## config.mk

```make
export PLATFORM = sky130hd
export DESIGN_NAME = grid_renderer
export DESIGN_NICKNAME = d
export VERILOG_FILES = /design/src/rtl/game_pkg.sv /design/src/rtl/grid_renderer_vga_timing.sv /design/src/rtl/grid_renderer.sv
export SDC_FILE = /design/constraint.sdc
export NUM_CORES = 1
export LEC_CHECK = 0
export ABC_CLOCK_PERIOD_IN_PS = 2350
export CORE_MARGIN = 2
export CORE_UTILIZATION = 25
export CTS_CLUSTER_SIZE = 16
export DETAILED_ROUTE_END_ITERATION = 8
export GPL_ROUTABILITY_DRIVEN = 0
export SKIP_CTS_REPAIR_TIMING = 1
export SYNTH_ARGS = -nofsm -noshare
export SYNTH_HDL_FRONTEND = slang
export SYNTH_SLANG_ARGS = --single-unit
```

## constraint.sdc

```tcl
create_clock -name clock -period 2.35 [get_ports clock]
set_clock_uncertainty 0.05 [all_clocks]
set_input_delay 0.3525 -clock clock [delete_from_list [all_inputs] [get_ports clock]]
set_output_delay 0.3525 -clock clock [all_outputs]
set_load 0.01 [all_outputs]
```

## src/rtl/game_pkg.sv

```systemverilog
// Shared VGA timing boundaries, palette and coordinate types for the
// cat-and-mouse display back end.
package game_pkg;

    // 640x480 @ 60 Hz raster boundaries (sync windows are half-open [start, end)).
    localparam logic [9:0] H_VISIBLE    = 10'd640;
    localparam logic [9:0] H_SYNC_START = 10'd656;
    localparam logic [9:0] H_SYNC_END   = 10'd752;
    localparam logic [9:0] H_MAX        = 10'd799;
    localparam logic [9:0] V_VISIBLE    = 10'd480;
    localparam logic [9:0] V_SYNC_START = 10'd490;
    localparam logic [9:0] V_SYNC_END   = 10'd492;
    localparam logic [9:0] V_MAX        = 10'd524;

    localparam int BOARD_CELLS = 16;

    localparam logic [7:0] COL_CAT    = 8'hE0;
    localparam logic [7:0] COL_MOUSE  = 8'h1C;
    localparam logic [7:0] COL_GOAL   = 8'h03;
    localparam logic [7:0] COL_GRID   = 8'h49;
    localparam logic [7:0] COL_BORDER = 8'hFC;
    localparam logic [7:0] COL_BG     = 8'h00;

    typedef logic [3:0] cell_t;

    typedef struct packed {
        cell_t cat_x;
        cell_t cat_y;
        cell_t mouse_x;
        cell_t mouse_y;
        cell_t goal_x;
        cell_t goal_y;
        logic  game_over;
    } snap_t;

endpackage

```

## src/rtl/grid_renderer_vga_timing.sv

```systemverilog
// Pixel-tick divider, 800x525 raster counters and the running cell
// sub-counters that locate the current pixel on the 16x16 board.
module vga_timing
    import game_pkg::*;
#(
    parameter int CLK_DIV  = 4,
    parameter int CELL_PX  = 30,
    parameter int X_OFFSET = 80
) (
    input  logic       clk_i,
    input  logic       rst_i,
    output logic       pix_tick_o,
    output logic [9:0] hcount_o,
    output logic [9:0] vcount_o,
    output cell_t      col_o,
    output cell_t      row_o,
    output logic       grid_o,
    output logic       in_board_o,
    output logic       visible_o,
    output logic       hsync_raw_o,
    output logic       vsync_raw_o
);

    localparam int DIV_W = (CLK_DIV > 1) ? $clog2(CLK_DIV) : 1;
    localparam int SUB_W = (CELL_PX > 1) ? $clog2(CELL_PX) : 1;
    localparam logic [DIV_W-1:0] DIV_LAST = DIV_W'(CLK_DIV - 1);
    localparam logic [SUB_W-1:0] SUB_LAST = SUB_W'(CELL_PX - 1);
    localparam logic [9:0] X_START = 10'(X_OFFSET);
    localparam logic [9:0] X_END   = 10'(X_OFFSET + BOARD_CELLS * CELL_PX);
    localparam logic [9:0] Y_END   = 10'(BOARD_CELLS * CELL_PX);

    logic [DIV_W-1:0] div_q;
    logic [9:0]       h_q, h_d, v_q, v_d;
    logic [SUB_W-1:0] xs_q, xs_d, ys_q, ys_d;
    cell_t            col_q, col_d, row_q, row_d;
    logic             pix_tick;
    logic             h_wrap;

    assign pix_tick = (div_q == DIV_LAST);

    always_comb begin
        // NOTE: every combinational output is given a default before any branch, so no path infers a latch.
        h_wrap = (h_q == H_MAX);
        h_d    = h_wrap ? 10'd0 : h_q + 10'd1;
        v_d    = v_q;
        xs_d   = xs_q;
        col_d  = col_q;
        ys_d   = ys_q;
        row_d  = row_q;

        // Column tracking restarts exactly on the board's left edge.
        if (h_d == X_START) begin
            xs_d  = '0;
            col_d = '0;
        end else if (xs_q == SUB_LAST) begin
            xs_d  = '0;
            col_d = col_q + 4'd1;
        end else begin
            xs_d = xs_q + SUB_W'(1);
        end

        if (h_wrap) begin
            v_d = (v_q == V_MAX) ? 10'd0 : v_q + 10'd1;
            if (v_d == 10'd0) begin
                ys_d  = '0;
                row_d = '0;
            end else if (ys_q == SUB_LAST) begin
                ys_d  = '0;
                row_d = row_q + 4'd1;
            end else begin
                ys_d = ys_q + SUB_W'(1);
            end
        end
    end

    always_ff @(posedge clk_i or posedge rst_i) begin
        if (rst_i) begin
            div_q <= '0;
            h_q   <= '0;
            v_q   <= '0;
            xs_q  <= '0;
            ys_q  <= '0;
            col_q <= '0;
            row_q <= '0;
        end else begin
            // NOTE: registered state uses non-blocking assignments so every flop samples pre-edge values.
            div_q <= pix_tick ? '0 : div_q + DIV_W'(1);
            if (pix_tick) begin
                h_q   <= h_d;
                v_q   <= v_d;
                xs_q  <= xs_d;
                ys_q  <= ys_d;
                col_q <= col_d;
                row_q <= row_d;
            end
        end
    end

    assign pix_tick_o  = pix_tick;
    assign hcount_o    = h_q;
    assign vcount_o    = v_q;
    assign col_o       = col_q;
    assign row_o       = row_q;
    assign grid_o      = (xs_q == '0) || (ys_q == '0);
    assign in_board_o  = (h_q >= X_START) && (h_q < X_END) && (v_q < Y_END);
    assign visible_o   = (h_q < H_VISIBLE) && (v_q < V_VISIBLE);
    assign hsync_raw_o = ~((h_q >= H_SYNC_START) && (h_q < H_SYNC_END));
    assign vsync_raw_o = ~((v_q >= V_SYNC_START) && (v_q < V_SYNC_END));

endmodule

```

## src/rtl/grid_renderer.sv

```systemverilog
// VGA back end for the cat-and-mouse board: per-frame snapshot, colour priority and
// registered sync/colour outputs. Define GAMEOVER_FLASH_EN for a blinking game-over border.
module grid_renderer
    import game_pkg::*;
#(
    parameter int CLK_DIV  = 4,
    parameter int CELL_PX  = 30,
    parameter int X_OFFSET = 80
) (
    input  logic       clock,
    input  logic       reset,
    input  logic [3:0] CatX,
    input  logic [3:0] CatY,
    input  logic [3:0] MouseX,
    input  logic [3:0] MouseY,
    input  logic [3:0] GoalX,
    input  logic [3:0] GoalY,
    input  logic       GameOver,
    output logic       hsync,
    output logic       vsync,
    output logic [7:0] rgb,
    output logic       frame_start
);

    logic       pix_tick;
    logic [9:0] hcount, vcount;
    cell_t      col, row;
    logic       grid, in_board, visible, hsync_raw, vsync_raw;

    vga_timing #(
        .CLK_DIV  (CLK_DIV),
        .CELL_PX  (CELL_PX),
        .X_OFFSET (X_OFFSET)
    ) u_timing (
        .clk_i       (clock),
        .rst_i       (reset),
        .pix_tick_o  (pix_tick),
        .hcount_o    (hcount),
        .vcount_o    (vcount),
        .col_o       (col),
        .row_o       (row),
        .grid_o      (grid),
        .in_board_o  (in_board),
        .visible_o   (visible),
        .hsync_raw_o (hsync_raw),
        .vsync_raw_o (vsync_raw)
    );

    snap_t      snap_q, snap_d;
    logic       snapshot;
    logic       border_on;
    logic       cat_hit, mouse_hit, goal_hit;
    logic [7:0] rgb_d;
    logic       hsync_q, vsync_q, frame_start_q;
    logic [7:0] rgb_q;

    // Latch game state at the start of vertical blanking so a frame never tears.
    assign snapshot = pix_tick && (hcount == 10'd0) && (vcount == V_VISIBLE);

    always_comb begin
        snap_d = '{cat_x:   CatX,   cat_y:   CatY,
                   mouse_x: MouseX, mouse_y: MouseY,
                   goal_x:  GoalX,  goal_y:  GoalY,
                   game_over: GameOver};
    end

    always_ff @(posedge clock or posedge reset) begin
        if (reset) begin
            snap_q <= '0;
        end else if (snapshot) begin
            snap_q <= snap_d;
        end
    end

`ifdef GAMEOVER_FLASH_EN
    logic [4:0] frame_cnt_q;

    always_ff @(posedge clock or posedge reset) begin
        if (reset) begin
            frame_cnt_q <= '0;
        end else if (snapshot) begin
            frame_cnt_q <= frame_cnt_q + 5'd1;
        end
    end

    assign border_on = snap_q.game_over & ~frame_cnt_q[4];
`else
    assign border_on = snap_q.game_over;
`endif

    assign cat_hit   = (col == snap_q.cat_x)   && (row == snap_q.cat_y);
    assign mouse_hit = (col == snap_q.mouse_x) && (row == snap_q.mouse_y);
    assign goal_hit  = (col == snap_q.goal_x)  && (row == snap_q.goal_y);

    always_comb begin
        rgb_d = COL_BG;
        if (visible) begin
            if (in_board) begin
                if (cat_hit)        rgb_d = COL_CAT;
                else if (mouse_hit) rgb_d = COL_MOUSE;
                else if (goal_hit)  rgb_d = COL_GOAL;
                else if (grid)      rgb_d = COL_GRID;
            end else if (border_on) begin
                rgb_d = COL_BORDER;
            end
        end
    end

    always_ff @(posedge clock or posedge reset) begin
        if (reset) begin
            hsync_q       <= 1'b1;
            vsync_q       <= 1'b1;
            rgb_q         <= COL_BG;
            frame_start_q <= 1'b0;
        end else begin
            frame_start_q <= pix_tick && (hcount == 10'd0) && (vcount == 10'd0);
            if (pix_tick) begin
                hsync_q <= hsync_raw;
                vsync_q <= vsync_raw;
                rgb_q   <= rgb_d;
            end
        end
    end

    assign hsync       = hsync_q;
    assign vsync       = vsync_q;
    assign rgb         = rgb_q;
    assign frame_start = frame_start_q;

endmodule

```

---- Word-level counts from Yosys, hierarchy flattened ----
Cells that the tools add are included.
word-level totals
  register bits after elaboration ......... 76
  input bits .............................. 27
  output and inout port bits .............. 11
  logic and storage cells ................. 88
operators by class
  add/sub/neg operators ................... 7
  magnitude comparators ................... 8
  equality and inequality tests ........... 13
  mux-type cells .......................... 18
  bitwise logic cells ..................... 2
  reductions and logical operators ........ 22
operators by type and width
  operator                                              number
  two-way mux 8 bit                                     4
  logical NOT 10 bit                                    3
  < comparator 10 bit, second input constant            3
  equality test 4 bit                                   6
  two-way mux 7 bit                                     3
  adder 10 x 1 -> 10 bit, second input constant         2
  equality test 10 bit, second input constant           2
  < comparator 10 x 9 -> 1 bit, second input constant   2
  two-way mux 10 bit                                    2
  two-way mux 5 bit                                     4
  two-way mux 4 bit                                     4
  logical AND 1 bit                                     11
  adder 5 x 1 -> 5 bit, second input constant           2
  equality test 10 x 7 -> 1 bit, second input constant  1
  equality test 10 x 9 -> 1 bit, second input constant  1
  equality test 5 bit, second input constant            2
  >= comparator 10 bit, second input constant           1
  >= comparator 10 x 7 -> 1 bit, second input constant  1
  >= comparator 10 x 9 -> 1 bit, second input constant  1
  logical NOT 5 bit                                     2
  adder 4 x 1 -> 4 bit, second input constant           2
  AND reduction 2 bit                                   2
  nonzero test 2 bit                                    2
  AND reduction 3 bit                                   1
  other kinds (5)                                       6

---- Depth between registers and ports, before layout ----
Gate-level depths: netlist of the first run.
  depth in word-level cells ............... 8
  gate-level depth with buffers ........... 9
  gate-level depth less buffers ........... 8

---- Modules after synthesis ----
Synthesis of the first run repeated with hierarchy kept, for this count alone.
unflattened totals
  cell total of the unflattened synthesis .. 412
  area, all modules ....................... 4,279.1 um^2
modules (own cells, without submodules)
  module         instances  cells each  area each (um^2)  sequential area each (um^2)
  vga_timing     1          280         2,509.9           1,001.0
  grid_renderer  1          132         1,769.2           853.3

---- Least setup slack after synthesis of the first run ----
Ideal clock, no wire load.
  path kind ............................... register to register
  from .................................... register u_timing.h_q[0], in the netlist u_timing.hcount_o[0]
  to ...................................... register u_timing.col_q[2], in the netlist u_timing.col_o[2]
  library setup time ...................... 131 ps
  arrival ................................. 2,297 ps
  required time ........................... 2,169 ps
  slack ................................... -128 ps
  cell stages (with the launch flop) ...... 9
  buffers on the path ..................... 2
  period minus slack after synthesis ...... 2,478 ps
  path through ............................ dfrtp_1 -> ha_1 -> clkbuf_1 -> or4_1 -> and3_1 -> or4_4 -> buf_6 -> a21oi_1 -> mux2i_1
on the way
  longest elaborated chain between the ends .. 5
  elaborated cells between the ends (all ways) .. 7
  those cells by class .................... 1 x add/sub; 2 x eq/ne; 2 x mux; 2 x reduce/logical
RTL lines
  item                                                                   line                                                            RTL
  start, declared                                                        grid_renderer_vga_timing.sv:33                                  logic [9:0] h_q, h_d, v_q, v_d;
  start signal, assigned                                                 grid_renderer_vga_timing.sv:79                                  h_q <= '0;
  start signal, assigned                                                 grid_renderer_vga_timing.sv:89                                  h_q <= h_d;
  adder 10 x 1 -> 10 bit / equality test 10 bit (equally long branches)  grid_renderer_vga_timing.sv:44, grid_renderer_vga_timing.sv:43
  two-way mux 10 bit *                                                   grid_renderer_vga_timing.sv:44                                  h_d = h_wrap ? 10'd0 : h_q + 10'd1;
  equality test 10 x 7 -> 1 bit *                                        grid_renderer_vga_timing.sv:52                                  if (h_d == X_START) begin
  nonzero test 2 bit (no source line)                                    n/a
  AND reduction 2 bit (no source line)                                   n/a
  end signal, assigned                                                   grid_renderer_vga_timing.sv:93                                  col_q <= col_d;
  end, declared                                                          grid_renderer_vga_timing.sv:35                                  cell_t col_q, col_d, row_q, row_d;
Every way passes the cells marked *; elsewhere a longest branch is shown, timed or not.
A chain may end at the register's enable or synchronous reset.

---- Worst setup path in the final report of the first run ----
  from .................................... register u_timing.h_q[0], in the netlist u_timing.hcount_o[0]
  to ...................................... register u_timing.xs_q[0]
on the way
  longest elaborated chain between the ends .. 4
  elaborated cells between the ends (all ways) .. 5
  those cells by class .................... 1 x add/sub; 2 x eq/ne; 2 x mux
RTL lines
  item                                                                   line                                                            RTL
  adder 10 x 1 -> 10 bit / equality test 10 bit (equally long branches)  grid_renderer_vga_timing.sv:44, grid_renderer_vga_timing.sv:43
  two-way mux 10 bit *                                                   grid_renderer_vga_timing.sv:44
  equality test 10 x 7 -> 1 bit *                                        grid_renderer_vga_timing.sv:52
  two-way mux 5 bit *                                                    grid_renderer_vga_timing.sv:52
  end signal, assigned                                                   grid_renderer_vga_timing.sv:91                                  xs_q <= xs_d;
  end, declared                                                          grid_renderer_vga_timing.sv:34                                  logic [SUB_W-1:0] xs_q, xs_d, ys_q, ys_d;
Marks and branches as above.

==> flow_summary_export.csv, run 1 <==
group,metric,value,unit
drt,via_count,3534,
yosys,synth_fp_nets,487,
timing,worst_slack,-0.0824,ns
yosys,yosys.area.top_type,"dfrtp_1",
yosys,synthMostInstantiatedCell,"dfrtp_1",
yosys,syn_area_per_cell,9.66,um^2
clock_network,clkTransAtPathRegs,0.06,ns
yosys,synth_area_leaders,"dfrtp_1, mux2_2, xor2_1",
die,ios,38,
yosys,yosysSeqAreaShare,0.430,
global_routing,grt_max_degree,75,
clock_network,ctsHtreeMaxLevel,3,
die,start_util,0.258,
clock_network,cts_tree,"done",
final_layout,nFillCells,1720,
critical_path,rr_startpoint,"u_timing.hcount_o[0]",
run_status,violations,"setup timing",
yosys,async_reset_ff_frac,1.00,
drt,drt_iter0_markers,220,
critical_path,crit_chain,"ha_4 > nand4_1 > nor4_4 > o211ai_1 > buf_4 > or4_4 > nand4_1 > o21ai_0",
critical_path,rrSetupSlack,-0.08,ns
final_layout,final-seq-area,1850,um^2
clock_network,clk_latency,0.34,ns
global_routing,grt_use_met2,0.189,
place,dp_slack,-0.0652,ns
die,core_region_area,16700,um^2
final_layout,area_growth,27.1,%
timing,timing.fmax,411,MHz
final_layout,multi_input_area,2280,um^2
die,fp.dieH,135,um
critical_path,r2r-end,"u_timing.xs_q[0]",
worst_hold_path,min_path_type,"input port to async pin",
critical_path,cpMostUsedCell,"nand4_1",
pwr,ir_worst_vdd,0.000292,V
global_routing,track_usage,0.116,
drt,ant_nets,0,
timing,setup_violations,8,
yosys,synth_top_area_frac,0.418,
global_routing,grt_pass1_vias,3432,
drt,dr.pass1.iters,4,
global_routing,gr-total-overflow,0,
global_routing,use_met1,0.147,
clock_network,cts_buffers,9,
place,dp_hpwl,7.34,mm
critical_path,crit_type,"register to register",
timing,tightestPinTransition,0.543,ns
pwr,leakage,2.38,nW
pwr,power_density,506,nW/um^2
final_layout,nets,535,
timing,period_needed,2.43,ns
critical_path,critical_path.max_stage_delay,0.52,ns
final_layout,postLayoutCoreUtil,0.328,
critical_path,crit_start,"u_timing.hcount_o[0]",
critical_path,end_kind,"register",
drt,drt-vias-per-instance,4.92,
drt,drc_errors,0,
drt,avgRoutedWirePerCell,14.6,um
die,die_w,135,um
yosys,synth_common_cells,"dfrtp_1, nand2_1, mux2_2, o21ai_0, nor2_1",
critical_path,reg2reg_depth,8,
global_routing,antenna_found_initial,0,
global_routing,grt_busiest_layer,"met2",
yosys,synth_area,4310,um^2
drt,drt_wl_total,10.5,mm
global_routing,met3_usage,0.0352,
critical_path,path_max_fanout,7,
final_layout,antenna_cells,0,
timing,final_max_slew_viol_count,0,
yosys,synth_cells,446,
critical_path,crit_slowest_cell,"or4_4",
die,fp.dieArea,18300,um^2
yosys,yosys_most_used_dff,"dfrtp_1",
timing,slew_headroom,0.635,
yosys,synth_edf_count,0,
die,rows,47,
clock_network,root_buffer,"clkbuf_16",
timing,period_share,1.04,
place,io_buffers,37,
job,maxCapViolations,0,
critical_path,critPathLaunchType,"register",
critical_path,critPathArrivalTime,2.60,ns
yosys,yosysUniqueCellTypes,60,
yosys,yosys_warnings,0,
yosys,ys_ff_latch,74,
clock_network,cts_buffer_depth,2,
critical_path,endpoint,"u_timing.xs_q[0]",
global_routing,grt_pass1_wl,16.9,mm
run_status,status,"finished with violations",
clock_network,clkSinkCount,74,
critical_path,required,2.52,ns
timing,rsz0062_at_grt,"yes",
timing,hold_viol_final,0,
final_layout,drive_gt1_frac,0.202,
[layer usage]
layer / vias up / wire length [um]
met4: 0 / 130
li1: 1693 / -
met3: 11 / 585
met5: - / 0
met2: 88 / 5010
met1: 1742 / 4800
[final cells by class]
class / count / area share
multi-input cells: 314 / 0.416
flip-flops and latches: 74 / 0.339
repair buffers: 73 / 0.124
well taps: 220 / 0.0503
clock buffers: 12 / 0.0468
inverters: 22 / 0.0151
clock inverters: 4 / 0.00891
[power breakdown]
part	leakage, nW	internal [W]	switching, W	total (W)
combinational	1.25	0.0000414	0.0000326	0.0000740
clock	0.153	0.000880	0.000540	0.00142
sequential	0.976	0.00127	0	0.00127
[flip-flops by register name, summed over array words and instances, names as in the netlist]
signal	count
rgb	6
u_timing.col_o	4
border_on	1
u_timing.xs_q	5
vsync	1
u_timing.hcount_o	10
u_timing.row_o	4
u_timing.ys_q	5
hsync	1
u_timing.div_q	2
snap_q	24
frame_start	1
u_timing.vcount_o	10
[layout by cell type (no fill, tap or decap), drive strengths merged, types with 3 or more instances in the layout]
| cell | count |
|---|---|
| dfrtp | 72 |
| clkdlybuf4s50 | 37 |
| nand2 | 37 |
| buf | 36 |
| o21ai | 28 |
| mux2 | 25 |
| nor2 | 23 |
| inv | 23 |
| xor2 | 22 |
| nand4 | 18 |
| xnor2 | 15 |
| ha | 14 |
| nor3 | 13 |
| a21oi | 13 |
| clkbuf | 12 |
| nand3 | 11 |
| and3 | 9 |
| nor4 | 9 |
| or3 | 6 |
| o31ai | 6 |
| a31oi | 6 |
| or4 | 6 |
| o2111ai | 4 |
| o211ai | 4 |
| mux2i | 4 |
| nor2b | 3 |
| and2 | 3 |
| and4 | 3 |
| o22ai | 3 |
[how the worst min path moves through the flow]
stage | cells past startpoint | slack, ns | from | endpoint
2_1_floorplan | 1 | 0.35 | u_timing.div_q[0] | u_timing.div_q[0]
3_3_place_gp | 1 | 0.37 | u_timing.div_q[0] | u_timing.div_q[0]
3_5_place_dp | 1 | 0.38 | u_timing.div_q[0] | u_timing.div_q[0]
4_1_cts | 1 | 0.39 | u_timing.div_q[0] | u_timing.div_q[0]
5_1_grt | 1 | 0.40 | u_timing.div_q[0] | u_timing.div_q[0]
6_report | 3 | 0.37 | reset | u_timing.vcount_o[7]
[cells by family after synthesis]
kind of cell    count (synthesis)  synth area share
flops                          74             0.430
fa+ha+maj                      14            0.0407
mux                            29            0.0746
buf+inv                        59            0.0622
simple gates                  149             0.190
xor+xnor                       37            0.0752
compound gates                 84             0.127
[critical path, delay by kind of cell (launching register included)]
kind                     cells  cell delay [ns]
AND/OR/NAND/NOR              4             1.27
flip-flops                   1             0.40
AO/OA/AOI/OAI                2             0.23
adder cells (fa/ha/maj)      1             0.19
buffers and inverters        1             0.16
[per-stage QoR]
stage | area, um^2 | std cells | setup TNS, ns | hold WS (ns) | power [W]
after global placement | 5070 | 698 | 0 | 0.366 | 0.00137
after CTS | 5380 | 714 | -0.361 | 0.387 | 0.00280
final | 5480 | 719 | -0.458 | 0.369 | 0.00277
after floorplan | 4340 | 446 | 0 | 0.353 | 0.00132
after detailed placement | 5070 | 698 | -0.238 | 0.378 | 0.00137
after global routing | 5480 | 719 | -1.57 | 0.405 | 0.00285
Note: power is estimated with default switching activity, not from simulation.
==> run 2, diff against run 1 <==
--- a/config.mk
+++ b/config.mk
@@ -5,8 +5,8 @@
 export SDC_FILE = /design/constraint.sdc
 export NUM_CORES = 1
 export LEC_CHECK = 0
-export ABC_CLOCK_PERIOD_IN_PS = 2350
-export CORE_MARGIN = 2
+export ABC_CLOCK_PERIOD_IN_PS = 2600
+export CORE_MARGIN = 1.5
 export CORE_UTILIZATION = 25
 export CTS_CLUSTER_SIZE = 16
 export DETAILED_ROUTE_END_ITERATION = 8
==> constraint.sdc (replaced) <==
create_clock -name clock -period 2.6 [get_ports clock]
set_clock_uncertainty 0.05 [all_clocks]
set_input_delay 0.39 -clock clock [delete_from_list [all_inputs] [get_ports clock]]
set_output_delay 0.39 -clock clock [all_outputs]
set_load 0.01 [all_outputs]
==> run 2 against run 1 <==
  * The flow now finishes without violations
  * Combinational power down 8.4%
  * Worst setup slack better by 0.23 ns
  * Worst hold slack better by 0.017 ns
  * Via count down 2.1%
  * Largest power group unchanged
==> flow_summary_export.csv, run 2 (synthesized netlist as in run 1, its figures left out) <==
group,metric,value,unit
run_status,status,"complete, no violations",
job,maxCapViolations,0,
drt,dr.pass1.iters,5,
critical_path,cpMostUsedCell,"a21oi_1",
timing,rsz0062_at_grt,"no",
timing,slew_headroom,0.576,
clock_network,clkSinkCount,74,
timing,hold_viol_final,0,
timing,tightestPinTransition,0.635,ns
drt,drt_wl_total,9.94,mm
place,io_buffers,37,
clock_network,cts_tree,"done",
place,dpl_cell_area,4940,um^2
critical_path,required,2.78,ns
global_routing,antenna_found_initial,0,
final_layout,final_cell_mix,"dfrtp_1, nand2_1, clkdlybuf4s50_1",
global_routing,grt_pass1_wl,16.7,mm
final_layout,area_growth,22.6,%
timing,period_needed,2.45,ns
clock_network,cts_buffers,9,
critical_path,crit_family,"simple AND/OR/NAND/NOR gates",
final_layout,drive_gt1_frac,0.160,
critical_path,worst-path-buf-inv,0,
die,ios,38,
die,start_util,0.258,
critical_path,crit_slowest_cell,"or4_4",
place,dp_hpwl,7.16,mm
pwr,power_density,491,nW/um^2
worst_hold_path,min_path_type,"register to register",
die,fp.dieArea,18000,um^2
final_layout,layout_commonest_cell,"dfrtp_1",
critical_path,critPathLaunchType,"register",
drt,via_count,3460,
final_layout,nets,516,
timing,final_max_slew_viol_count,0,
clock_network,clkTransAtPathRegs,0.07,ns
global_routing,grt_max_degree,29,
final_layout,regMostFlops,"snap_q",
final_layout,largest_reg_flops,24,
timing,timing.fmax,407,MHz
clock_network,root_buffer,"clkbuf_16",
critical_path,critical_path.max_stage_delay,0.66,ns
timing,worst_hold_slack,0.386,ns
timing,period_share,0.944,
timing,setup_violations,0,
clock_network,cts_buffer_depth,2,
pwr,total_power,0.00259,W
final_layout,postLayoutCoreUtil,0.316,
timing,tns,0,ns
critical_path,path_max_fanout,13,
die,fp.dieH,134,um
die,rows,47,
die,core_region_area,16700,um^2
critical_path,rrSetupSlack,0.15,ns
critical_path,critPathArrivalTime,2.63,ns
pwr,ir_worst_vdd,0.000491,V
final_layout,antenna_cells,0,
critical_path,crit_type,"register to register",
global_routing,track_usage,0.116,
clock_network,ctsHtreeMaxLevel,3,
clock_network,clk_latency,0.35,ns
final_layout,nFillCells,1742,
global_routing,grt_pass1_vias,3454,
final_layout,final_area,5280,um^2
drt,drc_errors,0,
drt,ant_nets,0,
drt,drt_iter0_markers,214,
drt,avgRoutedWirePerCell,14.2,um
drt,drt-vias-per-instance,4.94,
critical_path,end_kind,"register",
critical_path,crit_chain,"or2_1 > nor4_4 > a21oi_1 > or4_4 > a21oi_1 > mux2i_1",
global_routing,gr-total-overflow,0,
die,die_w,134,um
pwr,leakage,2.27,nW
[run 2: cell count changes in the layout (fill, tap and decap cells not counted), sizes merged]
| cell | previous run | this run |
|---|---|---|
| clkinvlp | 0 | 2 |
| clkbuf | 12 | 9 |
| clkinv | 2 | 1 |
| bufinv | 1 | 2 |
| or4 | 6 | 5 |
| buf | 36 | 18 |
| inv | 23 | 24 |
[run 2: final cells by class]
type	instances	area [um^2]	share of cell area
repair buffers	55	531	0.100
clock buffers	9	225	0.0426
clock inverters	7	101	0.0192
flip-flops and latches	74	1850	0.351
inverters	22	82.6	0.0156
well taps	220	275	0.0521
multi-input cells	313	2210	0.419
[run 2: per-stage QoR]
| step | setup WS (ns) | std cells |
|---|---|---|
| floorplan | 0.122 | 446 |
| global placement | 0.148 | 684 |
| detailed placement | 0.0385 | 684 |
| CTS | 0.0410 | 700 |
| global route | 0.00385 | 700 |
| finish | 0.145 | 700 |
[run 2: worst register-to-register path, delay by kind of cell (launching register included)]
kind | cells | cell delay [ns]
muxes | 1 | 0.09
DFF | 1 | 0.49
and+or+nand+nor | 3 | 1.41
AOI/OAI and AO/OA | 2 | 0.29
[run 2: report_power, final]
group / switching (W) / total [W] / internal [W]
combinational: 0.0000288 / 0.0000678 / 0.0000390
sequential: 0 / 0.00115 / 0.00115
clock: 0.000525 / 0.00137 / 0.000848
total: 0.000554 / 0.00259 / 0.00204
[run 2: worst paths after layout]
check                                        to  cells past startpoint                  from
min in group asynchronous  u_timing.vcount_o[8]                      2                 reset
max reg2reg                   u_timing.col_o[2]                      6  u_timing.hcount_o[7]
min reg2reg                   u_timing.div_q[0]                      1     u_timing.div_q[0]
min                           u_timing.div_q[0]                      1     u_timing.div_q[0]
max in group asynchronous                 vsync                      3                 reset
max                           u_timing.col_o[2]                      6  u_timing.hcount_o[7]
[run 2: per-layer routing]
metal,track usage,vias to the layer above,wire length (um)
met3,0.0385,16,554
met2,0.186,94,4650
met5,0,-,0
li1,-,1651,-
met1,0.147,1699,4580
met4,0.0376,0,148
==> run 3, diff against run 2 <==
--- a/config.mk
+++ b/config.mk
@@ -8,6 +8,7 @@
 export ABC_CLOCK_PERIOD_IN_PS = 2600
 export CORE_MARGIN = 1.5
 export CORE_UTILIZATION = 25
+export CTS_BUF_LIST = sky130_fd_sc_hd__clkbuf_4
 export CTS_CLUSTER_SIZE = 16
 export DETAILED_ROUTE_END_ITERATION = 8
 export GPL_ROUTABILITY_DRIVEN = 0
==> run 3 against run 2 <==
  * Combinational power hardly changed
  * Cell count is 0.14% higher
  * Largest power group is now sequential cells
  * Critical endpoint is now u_timing.xs_q[2]
  * Cell area is 2.9% lower
  * Critical path depth is 1 higher
==> flow_summary_export.csv, run 3 (synthesized netlist as in run 1, its figures left out) <==
group,metric,value,unit
clock_network,clkSinkCount,74,
pwr,ir_worst_vdd,0.000286,V
timing,period_needed,2.47,ns
clock_network,cts_buffer_depth,2,
drt,ant_nets,0,
die,fp.dieH,134,um
final_layout,regMostFlops,"snap_q",
place,dpl_cell_area,4940,um^2
global_routing,gr-total-overflow,0,
pwr,power_density,407,nW/um^2
critical_path,rrSetupSlack,0.13,ns
critical_path,reg2reg_depth,7,
global_routing,grt_pass1_wl,16.7,mm
critical_path,crit_slowest_cell,"or4_4",
job,maxCapViolations,0,
critical_path,critPathArrivalTime,2.80,ns
critical_path,rr_startpoint,"u_timing.hcount_o[1]",
die,fp.dieArea,18000,um^2
timing,timing.fmax,405,MHz
final_layout,largest_reg_flops,24,
drt,avgRoutedWirePerCell,14.2,um
clock_network,ctsHtreeMaxLevel,3,
run_status,status,"complete, no violations",
drt,drt_wl_total,9.94,mm
pwr,leakage,2.20,nW
drt,drt_iter0_markers,195,
worst_hold_path,min_path_type,"input port to async pin",
final_layout,nFillCells,1762,
timing,setup_violations,0,
final_layout,layout_commonest_cell,"dfrtp_1",
critical_path,crit_chain,"ha_2 > nand4_1 > nor4_4 > a21oi_1 > or4_4 > a31oi_1 > o21ai_0",
drt,via_count,3452,
critical_path,crit_type,"register to register",
global_routing,grt_pass1_vias,3455,
clock_network,cts_tree,"done",
drt,dr.pass1.iters,5,
clock_network,clkTransAtPathRegs,0.14,ns
final_layout,drive_gt1_frac,0.160,
critical_path,r2r-end,"u_timing.xs_q[2]",
final_layout,postLayoutCoreUtil,0.307,
die,die_w,134,um
final_layout,area_growth,19.0,%
critical_path,end_kind,"register",
timing,tightestPinTransition,0.637,ns
global_routing,grt_max_degree,29,
critical_path,critPathLaunchType,"register",
die,rows,47,
global_routing,track_usage,0.116,
final_layout,final_cell_mix,"dfrtp_1, nand2_1, clkdlybuf4s50_1",
timing,period_share,0.950,
timing,final_max_slew_viol_count,0,
critical_path,worst-path-buf-inv,0,
critical_path,critical_path.max_stage_delay,0.66,ns
clock_network,root_buffer,"clkbuf_4",
die,start_util,0.258,
critical_path,required,2.93,ns
die,ios,38,
final_layout,nets,516,
clock_network,cts_buffers,9,
timing,tns,0,ns
critical_path,crit_family,"simple AND/OR/NAND/NOR gates",
place,dp_hpwl,7.16,mm
die,core_region_area,16700,um^2
timing,hold_viol_final,0,
drt,drt-vias-per-instance,4.92,
timing,slew_headroom,0.575,
final_layout,final_area,5130,um^2
place,io_buffers,37,
drt,drc_errors,0,
clock_network,clk_latency,0.48,ns
global_routing,antenna_found_initial,1,
timing,rsz0062_at_grt,"no",
critical_path,path_max_fanout,13,
==> run 3: metal layers <==
metal | up-vias | routed length (um) | global-route usage
met5 | - | 0 | 0
met4 | 0 | 180 | 0.0436
met2 | 107 | 4630 | 0.187
met1 | 1677 | 4550 | 0.147
met3 | 16 | 580 | 0.0336
li1 | 1652 | - | -
==> run 3: worst max path at each step <==
stage | start | end | slack, ns | cells past startpoint
global placement | u_timing.hcount_o[1] | u_timing.xs_q[2] | 0.15 | 6
detailed placement | u_timing.hcount_o[1] | u_timing.col_o[2] | 0.04 | 7
floorplan | u_timing.hcount_o[0] | u_timing.col_o[2] | 0.12 | 8
CTS | u_timing.hcount_o[1] | u_timing.col_o[2] | 0.04 | 7
finish | u_timing.hcount_o[1] | u_timing.xs_q[2] | 0.13 | 7
global route | u_timing.hcount_o[1] | u_timing.col_o[2] | 0.002 | 7
==> run 3: area by class of cell <==
type                    instances  area [um^2]  share of cell area
inverters                      22         82.6              0.0161
clock inverters                 7          101              0.0198
multi-input cells             313         2210               0.432
clock buffers                   9         67.6              0.0132
well taps                     220          275              0.0537
diodes                          1         2.50            0.000488
flip-flops and latches         74         1850               0.362
repair buffers                 55          531               0.103
==> run 3: power breakdown <==
group / internal (W) / switching, W
Combinational: 0.0000390 / 0.0000288
Sequential: 0.00115 / 0
Clock: 0.000396 / 0.000471
Total: 0.00159 / 0.000500
==> run 3: metrics by stage <==
stage | setup WS (ns) | power (W) | hold WS [ns] | std cells
finish | 0.129 | 0.00209 | 0.261 | 701
global route | 0.00238 | 0.00217 | 0.302 | 701
CTS | 0.0390 | 0.00212 | 0.291 | 700
detailed placement | 0.0385 | 0.00124 | 0.384 | 684
global placement | 0.148 | 0.00124 | 0.366 | 684
floorplan | 0.122 | 0.00119 | 0.353 | 446
